### src/rtl/mem_arbiter.sv
// mem_arbiter
// -----------
// Shares a single-port 64-word data memory between instruction fetch (I port,
// read-only) and the load/store unit (D port, read/write). Every access is a
// three-state transaction: IDLE (arbitrate and latch), ACCESS (drive the
// memory for exactly one cycle), RESP (one-cycle ack to the winner).
//
// The D port has fixed priority. A wait counter tracks consecutive D grants
// taken while a fetch is pending. Once it reaches MAX_WAIT, the next grant
// goes to I.
//
// Parameters
//   MAX_WAIT    consecutive D grants tolerated while i_req is pending (1..15)
//   ADDR_LIMIT  first byte address outside the memory; accesses at or above
//               it complete with err=1 and never touch the memory
//
// Ports
//   clk, rst_n                   clock (rising edge), async active-low reset
//   i_req, i_addr                fetch request, held until i_ack
//   i_ack, i_rdata               fetch done pulse, fetched word
//   d_req, d_we, d_addr, d_wdata load/store request, held until d_ack
//   d_ack, d_rdata               load/store done pulse, loaded word
//   err                          qualifies the ack: access was out of range
//   busy                         high in ACCESS and RESP
//   MemRead, MemWrite            memory strobes (ACCESS only, never both)
//   MemAddress, WriteData        memory address / write data (0 outside ACCESS)
//   ReadData                     memory combinational read data

module mem_arbiter #(
  parameter int unsigned MAX_WAIT   = 4,
  parameter logic [31:0] ADDR_LIMIT = 32'h100
) (
  input  logic        clk,
  input  logic        rst_n,
  input  logic        i_req,
  input  logic [31:0] i_addr,
  output logic        i_ack,
  output logic [31:0] i_rdata,
  input  logic        d_req,
  input  logic        d_we,
  input  logic [31:0] d_addr,
  input  logic [31:0] d_wdata,
  output logic        d_ack,
  output logic [31:0] d_rdata,
  output logic        err,
  output logic        busy,
  output logic        MemRead,
  output logic        MemWrite,
  output logic [31:0] MemAddress,
  output logic [31:0] WriteData,
  input  logic [31:0] ReadData
);

  typedef enum logic [1:0] {
    IDLE   = 2'd0,
    ACCESS = 2'd1,
    RESP   = 2'd2
  } state_t;

  typedef enum logic {
    OWNER_I = 1'b0,
    OWNER_D = 1'b1
  } owner_t;

  localparam logic [3:0] MAX_WAIT_C = 4'(MAX_WAIT);

  state_t      state_q, state_d;
  owner_t      owner_q;
  logic [31:0] addr_q;
  logic [31:0] wdata_q;
  logic        we_q;
  logic        range_err_q;
  logic [3:0]  wait_cnt_q;

  logic        grant_d;
  logic        grant_i;

  // Winner selection; only acted on in IDLE. D loses its priority only when
  // a fetch has already been passed over MAX_WAIT times in a row.
  always_comb begin
    grant_d = d_req && !(i_req && (wait_cnt_q == MAX_WAIT_C));
    grant_i = i_req && !grant_d;
  end

  // ---------------------------------------------------------------------------
  // FSM: state register
  // ---------------------------------------------------------------------------
  // NOTE: sequential state is updated with non-blocking assignments so every
  // flop samples the pre-edge values regardless of process evaluation order.
  always_ff @(posedge clk or negedge rst_n) begin
    if (!rst_n) begin
      state_q <= IDLE;
    end else begin
      state_q <= state_d;
    end
  end

  // ---------------------------------------------------------------------------
  // FSM: next-state logic
  // ---------------------------------------------------------------------------
  // NOTE: every combinational output gets a default before the case so no
  // path leaves it unassigned, which would otherwise infer a latch.
  always_comb begin
    state_d = state_q;
    case (state_q)
      IDLE:    if (i_req || d_req) state_d = ACCESS;
      ACCESS:  state_d = RESP;
      RESP:    state_d = IDLE;
      default: state_d = IDLE;
    endcase
  end

  // ---------------------------------------------------------------------------
  // FSM: outputs (Moore). Reset forces IDLE asynchronously, so the strobes
  // drop the moment rst_n falls and an interrupted store is never committed.
  // ---------------------------------------------------------------------------
  always_comb begin
    MemRead    = 1'b0;
    MemWrite   = 1'b0;
    MemAddress = '0;
    WriteData  = '0;
    i_ack      = 1'b0;
    d_ack      = 1'b0;
    err        = 1'b0;
    busy       = 1'b0;
    case (state_q)
      ACCESS: begin
        busy = 1'b1;
        if (!range_err_q) begin
          MemRead    = !we_q;
          MemWrite   = we_q;
          MemAddress = addr_q;
          WriteData  = we_q ? wdata_q : '0;
        end
      end
      RESP: begin
        busy  = 1'b1;
        i_ack = (owner_q == OWNER_I);
        d_ack = (owner_q == OWNER_D);
        err   = range_err_q;
      end
      default: ;
    endcase
  end

  // ---------------------------------------------------------------------------
  // Request latch and starvation counter, updated only at the IDLE exit edge
  // (or every IDLE cycle for the counter clear).
  // ---------------------------------------------------------------------------
  // NOTE: the latched request fields are reset even though they are only
  // observed after a grant; this keeps the bus outputs deterministic and
  // costs nothing since these are a handful of flops, not a memory array.
  always_ff @(posedge clk or negedge rst_n) begin
    if (!rst_n) begin
      owner_q     <= OWNER_I;
      addr_q      <= '0;
      we_q        <= 1'b0;
      wdata_q     <= '0;
      range_err_q <= 1'b0;
      wait_cnt_q  <= '0;
    end else if (state_q == IDLE) begin
      if (grant_d) begin
        owner_q     <= OWNER_D;
        addr_q      <= d_addr;
        we_q        <= d_we;
        wdata_q     <= d_wdata;
        range_err_q <= (d_addr >= ADDR_LIMIT);
        // Count only grants that bypass a waiting fetch; a D grant with no
        // fetch pending is an IDLE cycle with i_req=0 and clears the count.
        if (!i_req) begin
          wait_cnt_q <= '0;
        end else if (wait_cnt_q < MAX_WAIT_C) begin
          wait_cnt_q <= wait_cnt_q + 4'd1;
        end
      end else if (grant_i) begin
        owner_q     <= OWNER_I;
        addr_q      <= i_addr;
        we_q        <= 1'b0;
        wdata_q     <= '0;
        range_err_q <= (i_addr >= ADDR_LIMIT);
        wait_cnt_q  <= '0;
      end else begin
        wait_cnt_q  <= '0;
      end
    end
  end

  // ---------------------------------------------------------------------------
  // Read-data capture at the ACCESS exit edge. Each port keeps its last read
  // value until its next read; stores leave d_rdata untouched.
  // ---------------------------------------------------------------------------
  always_ff @(posedge clk or negedge rst_n) begin
    if (!rst_n) begin
      i_rdata <= '0;
      d_rdata <= '0;
    end else if ((state_q == ACCESS) && !we_q) begin
      if (owner_q == OWNER_I) begin
        i_rdata <= range_err_q ? '0 : ReadData;
      end else begin
        d_rdata <= range_err_q ? '0 : ReadData;
      end
    end
  end

endmodule

### config.mk
export PLATFORM = sky130hd
export DESIGN_NAME = mem_arbiter
export DESIGN_NICKNAME = d
export VERILOG_FILES = /design/src/rtl/mem_arbiter.sv
export SDC_FILE = /design/constraint.sdc
export NUM_CORES = 1
export LEC_CHECK = 0
export ABC_AREA = 1
export CAP_MARGIN = 25
export CORE_ASPECT_RATIO = 1.25
export CORE_MARGIN = 2
export CORE_UTILIZATION = 47
export CTS_BUF_LIST = sky130_fd_sc_hd__clkbuf_16
export DETAILED_ROUTE_END_ITERATION = 10
export GPL_TIMING_DRIVEN = 0
export PLACE_DENSITY = 0.87
export SYNTH_ARGS = -nofsm -noshare
export SYNTH_HDL_FRONTEND = slang
export SYNTH_SLANG_ARGS = --single-unit
### constraint.sdc
create_clock -name clk -period 3.4 [get_ports clk]
set_clock_uncertainty 0.15 [all_clocks]
set_input_delay 0.68 -clock clk [delete_from_list [all_inputs] [get_ports clk]]
set_output_delay 0.68 -clock clk [all_outputs]
set_load 0.005 [all_outputs]
# Word level (Yosys, flattened, before mapping)
# Cells that the tools add are included.
[word_totals]
register_bits = 137
inputBits = 133
out_inout_bits = 134
elab_cells = 62
[classes]
n_addsub = 1
order_cmp = 3
eq_ne = 5
muxes = 28
n_bitwise = 1
n_reduce_logical = 15
[ops]
columns = ["cell", "count"]
rows = [
  ["2-to-1 mux 32 bit", 10],
  ["greater-or-equal comparator 32 x 9 -> 1 bit, second input constant", 2],
  ["2-to-1 mux 1 bit", 13],
  ["2-to-1 mux 4 bit", 3],
  ["AND reduction 2 bit", 4],
  ["adder 4 x 1 -> 4 bit, second input constant", 1],
  ["equality test 4 x 3 -> 1 bit, second input constant", 1],
  ["logical AND 1 bit", 4],
  ["< comparator 4 x 3 -> 1 bit, second input constant", 1],
  ["one-hot mux 2 bit (2 select lines)", 1],
  ["logical NOT 1 bit", 3],
  ["inequality test 3 x 2 -> 1 bit, second input constant", 1],
  ["equality test 2 x 1 -> 1 bit, second input constant", 1],
  ["equality test 2 bit, second input constant", 1],
  ["logical NOT 2 bit", 1],
  ["2-to-1 mux 2 bit", 1],
  ["inequality test 2 bit, second input constant", 1],
  ["nonzero test 2 bit", 1],
  ["OR reduction 2 bit", 1],
  ["logical OR 1 bit", 1],
  ["inverter 1 bit", 1],
]

# Depth between registers and ports, before layout
[depth]
ltp_word = 8
mapped_depth = 12
depth_no_buf = 11

# Least setup slack after synthesis
# Ideal clock, no wire load.
[synth_timing]
kind = "register -> output"
start = "reg state_q[1]"
end = "out WriteData[10]"
t_arrival_ns = 1.362
required_ns = 2.570
path_slack_ns = 1.208
stages_incl_launch_ff = 10
path_buffers = 1
path_cell_list = "dfrtp_1 > inv_1 > ha_1 > inv_1 > nor2_1 > inv_2 > nor2_1 > inv_2 > buf_2 > nor2_1"
[synth_between]
elab_chain_cells = 2
[synth_lines]
columns = ["item", "line", "text"]
rows = [
  ["start, declared", "67", "state_t state_q, state_d;"],
  ["start signal, assigned", "94", "state_q <= state_d;"],
  ["equality test 2 x 1 -> 1 bit", "126", "case (state_q)"],
  ["2-to-1 mux 32 bit", "126", ""],
  ["end, declared", "50", "output logic [31:0] WriteData,"],
]
# Every way passes these cells.

# Worst setup path after layout
[layout_timing]
start = "reg state_q[1]"
end = "out WriteData[5]"
# Same word-level chain as after synthesis.

==> impl_summary.log <==
[metrics] main combinational cell family by area after synthesis: simple AND/OR/NAND/NOR gates
[metrics] die footprint: 14570 sq um
[metrics] final number of hold-violating endpoints: 0
[metrics] DRT antenna net count: 0
[metrics] TritonCTS clock tree: done
[metrics] endpoint class of the critical path: primary output
[metrics] highest layer used for signal routing: met4
[metrics] Worst Path Class, Setup: register to primary output
[metrics] number of fillers in the final layout: 967
[metrics] row cnt: 47
[metrics] pin count of the biggest net entering global routing: 72
[metrics] clock network latency to the later pin of the worst-skew pair: 410 ps
[metrics] Routed met3 length: 1.098 mm
[metrics] Core Region: 13290 sq um
[metrics] number of distinct library cell variants in the gate-level netlist after synthesis: 26
[metrics] transition time at the pin with the least slew margin: 663.5 ps
[metrics] Vias per Instance: 4.970
[metrics] Die Y: 134.5 um
[metrics] cts bufs inserted: 17
[metrics] Final #Nets: 1122
[metrics] share of the cycle needed by the critical path after routing: 0.9569
[metrics] diodes inserted: 0
[metrics] crit path max-delay cell type: sky130_fd_sc_hd__clkdlybuf4s50_1
[metrics] detailed-route wire length per cell: 15.65 um
[metrics] sequential cell area fraction in the yosys report: 0.5356
[metrics] post-CTS setup buffers: 0
[metrics] global routing usage summed across all routing layers: 0.2503
[metrics] critical path's largest stage delay: 520 ps
[metrics] Clock Pin Slew Worst Setup and Hold Paths: 60 ps
[metrics] compound-cell area share of the yosys netlist: 0.08620
[metrics] maximum frequency from static timing analysis: 307.4 MHz
[metrics] global-route wire length before repair: 28.42 mm
[metrics] least setup slack across all paths after layout: 146.4 ps
[metrics] GRT Residual Overflow: 0
[metrics] Initial DRC Count: 222
[metrics] Clock Sink Count: 137
[metrics] crit path cell chain: inv_1 -> ha_1 -> inv_1 -> nor2_2 -> inv_2 -> nor2_2 -> inv_2 -> buf_2 -> nor2_1 -> clkdlybuf4s50_1
[metrics] root buffer cell: sky130_fd_sc_hd__clkbuf_16
[metrics] setup TNS: 0 ps
[metrics] multi-input combinational cell area: 2328 sq um
[metrics] synthesized-area fraction occupied by and/or/nand/nor cells: 0.1530
[metrics] setup slack at placement: 482.0 ps
[metrics] remaining routing DRC violations: 0
[metrics] total power per unit cell area: 771.0 nW/um^2
[metrics] number of antenna violations at the first check in global routing: 0
[metrics] max-cap violations: 0
[metrics] Die Span X: 108.4 um
[metrics] fin crit period: 3254 ps
[metrics] post-synthesis instance area: 6401 sq um
[metrics] footprint of the flip-flops and latches: 3428 sq um
[metrics] total of warnings raised by yosys: 0
[metrics] Worst Hold Class: input pin to asynchronous set/reset pin
[metrics] Static Leakage: 4.489 nW
[metrics] Pins Over Slew Limit: 0
[metrics] syn nets: 836
[metrics] via count of the first global-routing pass: 5833
[metrics] placed wire-length estimate: 13.70 mm
[metrics] fraction of synthesized cell area in xor and xnor cells: 0.001368
[metrics] input/output buffers: 266
[metrics] mean instance size in the synthesized netlist: 9.171 sq um
[metrics] multiplexer area fraction after synthesis: 0.1126
[metrics] wire length the detailed router placed on met1: 7.126 mm
[metrics] largest vdd supply drop: 358.8 uV
[metrics] final worst hold slack: 133.5 ps
[metrics] effective utilization at floorplan: 0.4816
[metrics] Top Ports: 267
[metrics] total wire length: 18.28 mm
[metrics] post-synthesis sequential element count: 137
[metrics] arrival time reported for the critical path endpoint: 2420 ps
[metrics] Post-Layout Cell Count: 1168
[metrics] clock buffer depth: 2
[metrics] proportion of layout cells with a drive suffix above 1: 0.1284
[metrics] data required time of the critical path: 2570 ps
[metrics] setup repair after global routing missed its margin: false
[metrics] Placed Cells: 1136
[metrics] CP Launch Type: register
[metrics] signed area change from the synthesized netlist to the final layout: 53.77%
[metrics] Max FO, Critical Path: 10
[metrics] total number of vias: 5805
[metrics] post-synthesis cell count: 698
[metrics] total iterations of the first detailed-routing run: 4
[metrics] total number of H-tree levels: 4
[metrics] relative slew slack: 0.5577
[metrics] number of setup violations in the final report: 0
[metrics] length of routed met2 wiring: 9.512 mm
[metrics] share of synthesized cell area in full adder, half adder and majority cells: 0.009773
[metrics] result of the run: complete, no violations
[metrics] final weighted congestion in routability-driven placement: 0.8400
## sequential cells by signal (all words and copies together) (netlist names)
register / count
state_q: 2
owner_q: 1
range_err_q: 1
i_rdata: 32
we_q: 1
wdata_q: 32
wait_cnt_q: 4
addr_q: 32
d_rdata: 32
## worst paths after layout
check	startpoint	endpoint	slack, ps	depth (start not counted)
max	state_q[1]$_DFFE_PN0P_	WriteData[5]	150	10
min	rst_n	d_rdata[8]$_DFFE_PN0P_	130	1
max reg2reg	state_q[0]$_DFFE_PN0P_	wdata_q[21]$_DFFE_PN0P_	1330	6
min reg2reg	i_rdata[4]$_DFFE_PN0P_	i_rdata[4]$_DFFE_PN0P_	330	1
max in group asynchronous	rst_n	wait_cnt_q[2]$_DFFE_PN0P_	2190	2
min in group clk	i_rdata[4]$_DFFE_PN0P_	i_rdata[4]$_DFFE_PN0P_	330	1
## worst max-delay path: cells and delay by family, from the launching register on
kind	cells	cell delay, ps
buffers and inverters	6	1070
flip-flops	1	400
AND/OR/NAND/NOR	3	420
adder cells (fa/ha/maj)	1	130
## final cells by class
type	count	share of cell area
clock inverter	15	0.01042
clock buffer	17	0.04322
tap	171	0.02174
multi-input combinational	406	0.2366
sequential	137	0.3483
timing repair buffer	267	0.2737
inverter	115	0.04385
buffer	40	0.02224
## Yosys cell counts
library cell	number	area share
sky130_fd_sc_hd__or2_4	1	0.0014
sky130_fd_sc_hd__dfrtp_1	137	0.54
sky130_fd_sc_hd__o21ai_0	65	0.051
sky130_fd_sc_hd__buf_4	4	0.0047
sky130_fd_sc_hd__buf_2	9	0.0070
sky130_fd_sc_hd__inv_2	5	0.0029
sky130_fd_sc_hd__nor2_4	2	0.0035
sky130_fd_sc_hd__o22ai_1	31	0.030
sky130_fd_sc_hd__clkbuf_1	18	0.011
sky130_fd_sc_hd__xor2_1	1	0.0014
sky130_fd_sc_hd__a21oi_1	1	0.00078
sky130_fd_sc_hd__mux2_1	4	0.0070
sky130_fd_sc_hd__nand3_1	37	0.029
sky130_fd_sc_hd__nor2_1	166	0.097
sky130_fd_sc_hd__inv_1	110	0.065
sky130_fd_sc_hd__buf_6	5	0.0088
sky130_fd_sc_hd__nand2_1	22	0.013
sky130_fd_sc_hd__buf_1	1	0.00059
sky130_fd_sc_hd__nand4_1	3	0.0029
sky130_fd_sc_hd__nor3_4	2	0.0051
sky130_fd_sc_hd__ha_1	5	0.0098
sky130_fd_sc_hd__o211ai_1	1	0.0012
sky130_fd_sc_hd__nand2_2	1	0.00098
sky130_fd_sc_hd__clkbuf_2	3	0.0023
sky130_fd_sc_hd__o21ai_1	4	0.0031
sky130_fd_sc_hd__mux2_2	60	0.11
## placed cells by master, fill, tap and decap left out, types with 6 or more instances in the layout
| cell | count |
|---|---|
| sky130_fd_sc_hd__nand2_1 | 22 |
| sky130_fd_sc_hd__nor2_1 | 164 |
| sky130_fd_sc_hd__dfrtp_1 | 137 |
| sky130_fd_sc_hd__buf_2 | 9 |
| sky130_fd_sc_hd__nand3_1 | 37 |
| sky130_fd_sc_hd__inv_1 | 111 |
| sky130_fd_sc_hd__clkbuf_16 | 17 |
| sky130_fd_sc_hd__mux2_2 | 60 |
| sky130_fd_sc_hd__clkdlybuf4s50_1 | 264 |
| sky130_fd_sc_hd__o21ai_0 | 65 |
| sky130_fd_sc_hd__clkbuf_1 | 16 |
| sky130_fd_sc_hd__o22ai_1 | 31 |
| sky130_fd_sc_hd__buf_6 | 6 |
## routing by layer
layer	vias to the layer above	track usage
met5	-	0
met4	0	0.09829
met3	38	0.05888
met2	212	0.4514
met1	2753	0.2835
li1	2802	-
## power breakdown
group | total, W | internal, W | switching, W | leakage [nW]
registers | 0.00266 | 0.00236 | 0.000296 | 1.76
clock network | 0.00165 | 0.000930 | 0.000722 | 0.257
logic | 0.00328 | 0.00170 | 0.00158 | 2.47
total | 0.00759 | 0.00499 | 0.00260 | 4.49
## logic make-up after synthesis
| group | count (synthesis) |
|---|---|
| simple gates | 234 |
| buf+inv | 155 |
| flops | 137 |
| compound gates | 102 |
| mux | 64 |
| fa+ha+maj | 5 |
| xor+xnor | 1 |
## repair_timing
item / 4_1_cts / 5_1_grt
gates resized for setup: 0 / 6
setup endpoints to repair: 0 / 38
hold buffers: 0 / 0
## per-stage QoR
| stage | util | total power (W) | area (sq um) |
|---|---|---|---|
| finish | 0.7406 | 0.007589 | 9843 |
| detailed placement | 0.7002 | 0.005978 | 9306 |
| global route | 0.7406 | 0.008087 | 9843 |
| CTS | 0.7400 | 0.007644 | 9834 |
| floorplan | - | 0.004378 | 6401 |
| global placement | 0.6981 | 0.005854 | 9278 |
Power figures use the tool's default switching activity.
